## src/rtl/adc083000_pair_aligner.sv

```systemverilog
// Pairs the ADC083000 half0 (samples 0-3) and half1 (samples 4-7) FIFO words into
// 8-sample I/Q beats, flags pairing faults, and tracks stream lock.
module adc083000_pair_aligner #(
    parameter int TIMEOUT    = 4,
    parameter int ERR_W      = 16,
    parameter int LOCK_PAIRS = 8
) (
    input  logic             clk,
    input  logic             reset,
    input  logic [63:0]      in_data0,
    input  logic             in_valid0,
    input  logic [63:0]      in_data1,
    input  logic             in_valid1,
    output logic [63:0]      out_i,
    output logic [63:0]      out_q,
    output logic             out_valid,
    output logic             err,
    output logic [1:0]       err_code,
    output logic [ERR_W-1:0] err_count,
    output logic             locked
);

    typedef enum logic {
        IDLE,
        WAIT1
    } state_t;

    typedef enum logic [1:0] {
        CODE_NONE    = 2'b00,
        CODE_ORPHAN  = 2'b01,
        CODE_OVERRUN = 2'b10,
        CODE_TIMEOUT = 2'b11
    } code_t;

    localparam int WAIT_W = (TIMEOUT > 1) ? $clog2(TIMEOUT) : 1;
    localparam int GOOD_W = $clog2(LOCK_PAIRS + 1);

    localparam logic [WAIT_W-1:0] WAIT_LAST = WAIT_W'(TIMEOUT - 1);
    localparam logic [GOOD_W-1:0] GOOD_MAX  = GOOD_W'(LOCK_PAIRS);
    localparam logic [ERR_W-1:0]  ERR_MAX   = '1;

    state_t            state, state_next;
    logic [63:0]       hold, hold_next;
    logic [WAIT_W-1:0] wait_cnt, wait_next;
    logic [GOOD_W-1:0] good_cnt, good_next;

    logic        emit;
    logic [63:0] pair_lo;
    logic        fault;
    code_t       code;

    // NOTE: every signal this block writes gets a default first, otherwise a path
    // that skips an assignment makes synthesis infer a latch.
    always_comb begin
        state_next = state;
        hold_next  = hold;
        wait_next  = wait_cnt;
        emit       = 1'b0;
        pair_lo    = hold;
        fault      = 1'b0;
        code       = CODE_NONE;

        unique case (state)
            IDLE: begin
                if (in_valid0 && in_valid1) begin
                    emit    = 1'b1;
                    pair_lo = in_data0;
                end else if (in_valid0) begin
                    hold_next  = in_data0;
                    wait_next  = '0;
                    state_next = WAIT1;
                end else if (in_valid1) begin
                    fault = 1'b1;
                    code  = CODE_ORPHAN;
                end
            end

            WAIT1: begin
                if (in_valid1) begin
                    emit = 1'b1;
                    if (in_valid0) begin
                        hold_next = in_data0;
                        wait_next = '0;
                    end else begin
                        state_next = IDLE;
                    end
                end else if (in_valid0) begin
                    // Overrun wins over a timeout landing in the same cycle.
                    fault     = 1'b1;
                    code      = CODE_OVERRUN;
                    hold_next = in_data0;
                    wait_next = '0;
                end else if (wait_cnt == WAIT_LAST) begin
                    fault      = 1'b1;
                    code       = CODE_TIMEOUT;
                    hold_next  = '0;
                    wait_next  = '0;
                    state_next = IDLE;
                end else begin
                    wait_next = wait_cnt + 1'b1;
                end
            end

            default: state_next = IDLE;
        endcase

        if (fault) begin
            good_next = '0;
        end else if (emit && (good_cnt != GOOD_MAX)) begin
            good_next = good_cnt + 1'b1;
        end else begin
            good_next = good_cnt;
        end
    end

    // NOTE: sequential state uses non-blocking assignments so every register
    // samples pre-edge values regardless of statement order.
    always_ff @(posedge clk or posedge reset) begin
        if (reset) begin
            state    <= IDLE;
            hold     <= '0;
            wait_cnt <= '0;
            good_cnt <= '0;
        end else begin
            state    <= state_next;
            hold     <= hold_next;
            wait_cnt <= wait_next;
            good_cnt <= good_next;
        end
    end

    // Locked is taken from the next-state count so it moves with the out_valid/err pulse.
    always_ff @(posedge clk or posedge reset) begin
        if (reset) begin
            out_i     <= '0;
            out_q     <= '0;
            out_valid <= 1'b0;
            err       <= 1'b0;
            err_code  <= CODE_NONE;
            err_count <= '0;
            locked    <= 1'b0;
        end else begin
            out_valid <= emit;
            err       <= fault;
            locked    <= (good_next == GOOD_MAX);
            if (emit) begin
                out_i <= {pair_lo[63:32], in_data1[63:32]};
                out_q <= {pair_lo[31:0],  in_data1[31:0]};
            end
            if (fault) begin
                err_code <= code;
                if (err_count != ERR_MAX) begin
                    err_count <= err_count + 1'b1;
                end
            end
        end
    end

endmodule
```

## config.mk

```make
export PLATFORM = sky130hd
export DESIGN_NAME = adc083000_pair_aligner
export DESIGN_NICKNAME = d
export VERILOG_FILES = /design/src/rtl/adc083000_pair_aligner.sv
export SDC_FILE = /design/constraint.sdc
export NUM_CORES = 1
export LEC_CHECK = 0
export CAP_MARGIN = 5
export CORE_ASPECT_RATIO = 1.1
export CORE_MARGIN = 4
export CORE_UTILIZATION = 45
export DETAILED_ROUTE_END_ITERATION = 8
export PLACE_DENSITY = 0.78
export SYNTH_ARGS = -nofsm -noshare
export SYNTH_HDL_FRONTEND = slang
export SYNTH_SLANG_ARGS = --single-unit
```

## constraint.sdc

```tcl
create_clock -name clk -period 11.55 [get_ports clk]
set_input_delay 1.155 -clock clk [delete_from_list [all_inputs] [get_ports clk]]
set_output_delay 1.155 -clock clk [all_outputs]
set_load 0.01 [all_outputs]
```

Word-level counts from Yosys, hierarchy flattened

Index checks and enable logic that the tools add are counted.

Input bits: 132
Flip-flop bits (word level): 220
Output and inout port bits: 149
Word-level logic and storage cells: 63

Bitwise gates (word level): 1
Equal/unequal tests: 6
Reduce and logical (&&, ||, !) cells: 4
Add/sub/neg operators: 3
Mux-type cells: 38

Operators by type and width:

| kind                    | number |
|---|---|
| $mux W64                | 7 |
| $pmux W64 S2            | 1 |
| $add A16 B1 Y16 const B | 1 |
| $mux W2                 | 8 |
| $ne A16 B16 Y1 const B  | 1 |
| $mux W1                 | 15 |
| $mux W4                 | 2 |
| $pmux W2 S2             | 2 |
| $pmux W1 S2             | 3 |
| $add A4 B1 Y4 const B   | 1 |
| $eq A4 B4 Y1 const B    | 1 |
| $ne A4 B3 Y1 const B    | 1 |
| $ne A4 B4 Y1 const B    | 1 |
| $reduce_and A2 Y1       | 2 |
| $add A2 B1 Y2 const B   | 1 |
| $eq A2 B2 Y1 const B    | 1 |
| $logic_and A1 B1 Y1     | 2 |
| $ne A2 B2 Y1 const B    | 1 |
| $not A1 Y1              | 1 |

Logic depth before layout (Yosys ltp)

Gate-level depths: netlist of run 1.

Depth in word-level cells: 7
Mapped depth: 7
Mapped depth without buffers: 7

Least setup slack after synthesis of run 1

OpenSTA, ideal clock, no wires.

Kind: in2reg
Start point: in in_valid0
End point: reg err_count[14]
Cell stages on the path: 5
Slack: 9213 ps
Library setup time: 126 ps
Data required time: 11424 ps
Arrival time: 2211 ps
Path through: nand2b_1 -> o22a_2 -> nor4_4 -> nand4_1 -> xnor2_1

Word-level cells in the longest chain between the ends: 4
Elaborated cells on any way between the ends: 7
Classes of those cells: 5 x mux; 2 x reduce/logical

RTL lines:

| item                                  | line   | source |
|---|---|---|
| start, declared                       | 11     | `input logic in_valid0,` |
| $mux W1, or another cell as far along | 87     | `end else if (in_valid0) begin` |
| $mux W1, on equally long branches     | 79, 65 |  |
| $pmux W1 S2 *                         | 63     | `unique case (state)` |
| $reduce_and A2 Y1 (no source line) *  | -      |  |
| end signal, assigned                  | 153    | `err_count <= err_count + 1'b1;` |
| end, declared                         | 19     | `output logic [ERR_W-1:0] err_count,` |

Every way passes the cells marked *; elsewhere a longest branch is shown, timed or not.
A chain may end at the register's enable or synchronous reset.

Final worst setup path of run 1

Start point: in in_valid1
End point: reg hold[0]

Word-level cells in the longest chain between the ends: 3
Elaborated cells on any way between the ends: 6
Classes of those cells: 2 x eq/ne; 2 x mux; 2 x reduce/logical

RTL lines:

| item                               | line | source |
|---|---|---|
| start, declared                    | 13   | `input logic in_valid1,` |
| $logic_and A1 B1 Y1                | 65   | `if (in_valid0 && in_valid1) begin` |
| $ne A2 B2 Y1 (no source line)      | -    |  |
| $reduce_and A2 Y1 (no source line) | -    |  |
| end signal, assigned               | 126  | `hold <= hold_next;` |
| end, declared                      | 43   | `logic [63:0] hold, hold_next;` |

Several ways; a longest one is shown, not always the timed one.

==> results of run 1 <==
## synth_stat cells (all sizes together) (3+ instances only)
cell / n
nand2: 260
dfrtp: 220
o21ai: 69
a22o: 66
a22oi: 61
clkbuf: 29
buf: 27
nor2: 13
inv: 9
xnor2: 9
xor2: 8
a21oi: 7
nand3: 7
nand4: 6
and3: 4
ha: 4
a31oi: 3
and4: 3
nand2b: 3
nor4: 3
## per-stage QoR
stage          setup WS (ns)  cell area [um^2]  hold slack (ns)
4_1_cts                 7.67             12400            0.476
6_report                7.67             12400            0.471
3_5_place_dp            7.17             11700            0.462
2_1_floorplan           4.37              8770            0.465
5_1_grt                 7.45             12400            0.489
3_3_place_gp            7.23             11700            0.456
## sequential cells by signal, summed over array words and instances, names as in the netlist
name	count
state	1
locked	1
good_cnt	4
err_count	16
hold	64
out_i	64
err	1
out_q	64
err_code	2
wait_cnt	2
out_valid	1
## final cells by class
cell class                 instances  area (um^2)
fill                            1531         6730
sequential                       220         5510
multi-input combinational        544         3020
timing repair buffer             288         2860
clock buffer                      35          641
tap                              247          309
clock inverter                     5         50.0
inverter                           9         41.3
## worst min-delay path by stage
stage                         start         to  slack, ns  cells past startpoint
after CTS                 out_q[28]  out_q[28]       0.48                      2
after floorplan            hold[62]   hold[62]       0.46                      1
after global placement    out_i[20]  out_i[20]       0.46                      2
final                     out_q[28]  out_q[28]       0.47                      2
after detailed placement  out_q[28]  out_q[28]       0.46                      2
after global routing      out_q[15]  out_q[15]       0.49                      2
## power by group
part | internal, W | switching (W) | leakage [nW] | total [W]
combinational | 0.000273 | 0.000235 | 2.54 | 0.000507
sequential | 0.000893 | 0.0000843 | 2.75 | 0.000978
clock | 0.000403 | 0.000284 | 0.339 | 0.000687
## worst max-delay path, cell delays in order
cell             delay [ns]
clkdlybuf4s50_1        0.85
inv_2                  0.57
a21o_1                 0.34
a21oi_4                0.62
buf_4                  0.51
a22o_1                 0.22
## metal layers
metal  vias to the layer above  GRT usage, %  part of all wire [%]
met5                         -             0                  0.19
met4                         6          5.21                   2.1
met3                        46          6.71                   9.8
met2                       302          35.1                    47
met1                      3465          29.6                    41
li1                       3364             -                     -
## cell families (layout without fill, tap and decap cells)
family          after synthesis  count (layout)  synth area share, %
buf+inv                      65             337                 3.12
compound gates              212             212                 17.0
xor+xnor                     17              17                 1.70
fa+ha+maj                     4               4                0.571
flops                       220             220                 62.8
simple gates                309             309                 14.6
mux                           2               2                0.243
==> results.ini, run 1 <==
[detailed_routing]
antenna_left=0
drt_iter0_markers=449
wirelength_mm=24.2
vias=7183
wl_per_cell_um=18.0
vias_per_cell=5.33
drt_pass1_iterations=5
drc=0

[logic_synthesis]
ys_seq_area_share_pct=62.8
avgSynthCellArea_um2=10.6
netlist_area_um2=8770
synth_top_area_share_pct=62.8
ys_ff_latch=220
synth_top_area_cell=dfrtp_1
synth_top_cells_by_area=dfrtp_1 (63%), nand2_1 (11%), a22o_1 (6.6%)
synth.yosys.warnings=0
syn_nets=965
synthDistinctLibCells=41
ys_async_sr_fraction_pct=100
synth_edf_count=0
ys.flop_type=dfrtp_1
syn_inst=829

[finish]
fin_cells=1348
utilization_pct=64.9
drive_above_1_share_pct=4.90
layout_commonest_cell=clkdlybuf4s50_1
nets=1222
area_growth_pct=41.8
antenna-diode-count=0
layout_common_cells=clkdlybuf4s50_1 (280), nand2_1 (260), dfrtp_1 (219), o21ai_0 (67), a22o_1 (66)

[sta]
rsz0062_at_grt=no
final-hold-violation-count=0
final-setup-viol-count=0
worst_pin_slew_ns=1.05
setup-tns-final_ns=0
fmax_mhz=258
period_share_pct=33.6
skew_ns=0.0131
min_period_ns=3.88
slew_headroom_pct=30.2
final_max_slew_viol_count=0

[setup_path]
r2r_slack_ns=8.80
critPathRequiredTime_ns=11.97
crit_path_end=hold[0]
r2r_cells=5
critPathCaptureType=flop
timing.rr.start=state
worstPathArrival_ns=4.30
path_max_fanout=64
crit_start=in_valid1
timing.rr.end=hold[13]
critPathKind=primary input to flop
crit_path_start_kind=primary input

[clocking]
h-tree-depth=1
clkSlewWorstSetupHoldPaths_ns=0.06
clock_latency_ns=0.50
cts-root-buf=clkbuf_16
cts_sinks=220
postCtsSetupBuffers=0
tritoncts=built
numCtsBuffers=23
postCtsHoldBufs=0
clockBufferDepth=3
cts_resized=0

[power_and_ir_drop]
ir_drop_mv=0.0994
finalPower_w=0.00217
p_leak_nw=5.63
power_density_nw_per_um2=175

[placed_design]
placed_cells=1308
port_buffers=280
gp_congestion=0.782
place_hpwl_mm=16.0

[global_route]
grt_usage_pct=21.9
antenna_found_initial=3
grt_pass1_vias=7275
grt_max_degree=151
grt_overflow_total=0
grt_pass1_wl_mm=39.0

[floorplanning]
fp.dieW_um=141
die_h_um=154
num_rows=53
dieArea_um2=21800
core_area_um2=19200
start_util_pct=45.8
io-pin-count=281

[worst_hold_path]
hp-class=flop to flop

[flow_run]
drv_cap=0

[run_status]
status=complete, no violations

No activity file was read; power rests on OpenSTA's default activity.
==> inputs of run 2 (changes only) <==
Clock period 11.55 ns to 3.65 ns, I/O delays scaled along.
==> results.ini, run 2 (synthesized netlist as in run 1, its figures left out) <==
[run_status]
status=complete, no violations  ; unchanged

[placed_design]
gp_congestion=0.806  ; was 0.782
placed_cells=1313  ; was 1308
port_buffers=280  ; unchanged
place_hpwl_mm=16.4  ; was 16.0 mm

[global_route]
antenna_found_initial=0  ; was 3
grt_pass1_vias=7445  ; was 7275
grt_overflow_total=0  ; unchanged
grt_max_degree=127  ; was 151
grt_pass1_wl_mm=39.9  ; was 39.0 mm
grt_usage_pct=22.3  ; was 21.9%

[setup_path]
crit_cells=6  ; unchanged
crit_path_start_kind=flop  ; was primary input
critPathTopFamily=buffers and inverters  ; unchanged
critPathRequiredTime_ns=4.07  ; was 11.97 ns
max_stage_delay_ns=0.82  ; was 0.85 ns
critPathBufInv=3  ; unchanged
crit_chain=buf_4, o21ai_4, inv_2, buf_4, nand2_1, nand2_1  ; was clkdlybuf4s50_1, inv_2, a21o_1, a21oi_4, buf_4, a22o_1
worstPathArrival_ns=2.81  ; was 4.30 ns
path_max_fanout=65  ; was 64
critPathKind=flop to flop  ; was primary input to flop
critPathSlowestCell=dfrtp_2  ; was clkdlybuf4s50_1
r2r_cells=6  ; was 5
critPathCaptureType=flop  ; unchanged

[detailed_routing]
drt_iter0_markers=420  ; was 449
vias=7208  ; was 7183
wirelength_mm=24.8  ; was 24.2 mm
drt_pass1_iterations=6  ; was 5
antenna_left=0  ; unchanged
vias_per_cell=5.34  ; was 5.33
drc=0  ; unchanged
wl_per_cell_um=18.4  ; was 18.0 um

[clocking]
numCtsBuffers=22  ; was 23
clock_latency_ns=0.49  ; was 0.50 ns
postCtsSetupBuffers=0  ; unchanged
postCtsHoldBufs=0  ; unchanged
clkSlewWorstSetupHoldPaths_ns=0.06  ; about the same
cts-root-buf=clkbuf_16  ; unchanged
cts_resized=0  ; unchanged
cts_sinks=220  ; unchanged
clockBufferDepth=3  ; unchanged
h-tree-depth=1  ; unchanged
tritoncts=built  ; unchanged

[worst_hold_path]
hp-class=primary input to async pin  ; was flop to flop

[floorplanning]
start_util_pct=45.8  ; unchanged
io-pin-count=281  ; unchanged
fp.dieW_um=141  ; unchanged
num_rows=53  ; unchanged
dieArea_um2=21800  ; unchanged
core_area_um2=19200  ; unchanged
die_h_um=154  ; unchanged

[power_and_ir_drop]
power_density_nw_per_um2=547  ; was 175 nW/um^2
p_leak_nw=5.67  ; was 5.63 nW
combPwrFrac_pct=23.5  ; was 23.4%
swShare_pct=28.2  ; was 27.8%
p_int_w=0.00490  ; was 0.00157 W
p_sw_w=0.00193  ; was 0.000603 W
ir_drop_mv=0.314  ; was 0.0994 mV
p_clk_share_pct=31.1  ; was 31.6%
seqPwrFrac_pct=45.4  ; was 45.0%

[finish]
utilization_pct=65.2  ; was 64.9%
nets=1226  ; was 1222
antenna-diode-count=0  ; unchanged
drive_above_1_share_pct=5.80  ; was 4.90%
fin_cells=1350  ; was 1348
reg.largest.list=hold: 64 flops, out_i: 64 flops, out_q: 64 flops  ; unchanged
regArea_um2=5510  ; unchanged
fillers=1551  ; was 1531
layout_commonest_cell=clkdlybuf4s50_1  ; unchanged
layout_common_cells=clkdlybuf4s50_1 (280), nand2_1 (260), dfrtp_1 (219), o21ai_0 (67), a22o_1 (66)  ; unchanged
multi_input_area_um2=3020  ; unchanged
area_growth_pct=42.5  ; was 41.8%

[sta]
final-hold-violation-count=0  ; unchanged
rsz0062_at_grt=no  ; unchanged
fmax_mhz=419
holdWs_ns=0.397  ; was 0.471 ns
worst_pin_slew_ns=0.890  ; was 1.05 ns
final_max_slew_viol_count=0  ; unchanged
period_share_pct=65.5
min_period_ns=2.39
slew_headroom_pct=40.5  ; was 30.2%
final-setup-viol-count=0  ; unchanged
setup-tns-final_ns=0  ; unchanged
skew_ns=0.0126  ; was 0.0131 ns

[flow_run]
drv_cap=0  ; unchanged

[run 2: cell types whose count changed in the layout (fill, tap and decap cells not counted), sizes merged]
cell	change
clkinv	+4
bufinv	-1
buf	+5
inv	-1
clkinvlp	+2
clkbuf	-7
[run 2: per-stage QoR]
stage	power (W)	worst slack, ns	instance area, um^2
finish	0.00683	1.26	12500
global route	0.00721	1.05	12500
CTS	0.00692	1.24	12500
detailed placement	0.00476	0.994	11800
global placement	0.00472	1.09	11800
floorplan	0.00381	0.417	8770
[run 2: worst reg2reg max path, delay by kind of cell (launching register included)]
| kind | cells | cell delay [ns] |
|---|---|---|
| buf+inv | 3 | 1.05 |
| flops | 1 | 0.82 |
| compound gates | 1 | 0.12 |
| simple gates | 2 | 0.32 |
[run 2: routing by layer]
layer | up-vias | GRT usage [%] | share of wire [%] | wire length, um
met5 | - | 0 | 0 | 0
li1 | 3373 | - | - | -
met4 | 0 | 5.17 | 1.9 | 474
met2 | 270 | 36.5 | 48 | 11900
met1 | 3528 | 29.6 | 41 | 10100
met3 | 37 | 6.49 | 9.5 | 2360
[run 2: area by class of cell]
class                   count  area share (%)
repair buffers            293            23.6
flip-flops and latches    220            44.1
clock inverters             9           0.380
inverters                   9           0.300
clock buffers              28            4.99
well taps                 247            2.47
multi-input cells         544            24.2
[run 2: worst paths after layout]
check | start | end | slack, ns
min | reset | out_valid | 0.40
max reg2reg | state | out_i[17] | 1.26
max | state | out_i[17] | 1.26
min reg2reg | out_q[27] | out_q[27] | 0.47
max in group asynchronous | reset | state | 2.33
min in group clk | in_data1[4] | out_q[4] | 0.40
[run 2: power groups by stage]
stage	clock [W]	combinational, W	sequential (W)
finish	0.00212	0.00161	0.00310
global route	0.00229	0.00176	0.00316
CTS	0.00219	0.00163	0.00310
detailed placement	0	0.00163	0.00313
global placement	0	0.00158	0.00313
floorplan	0	0.000600	0.00321
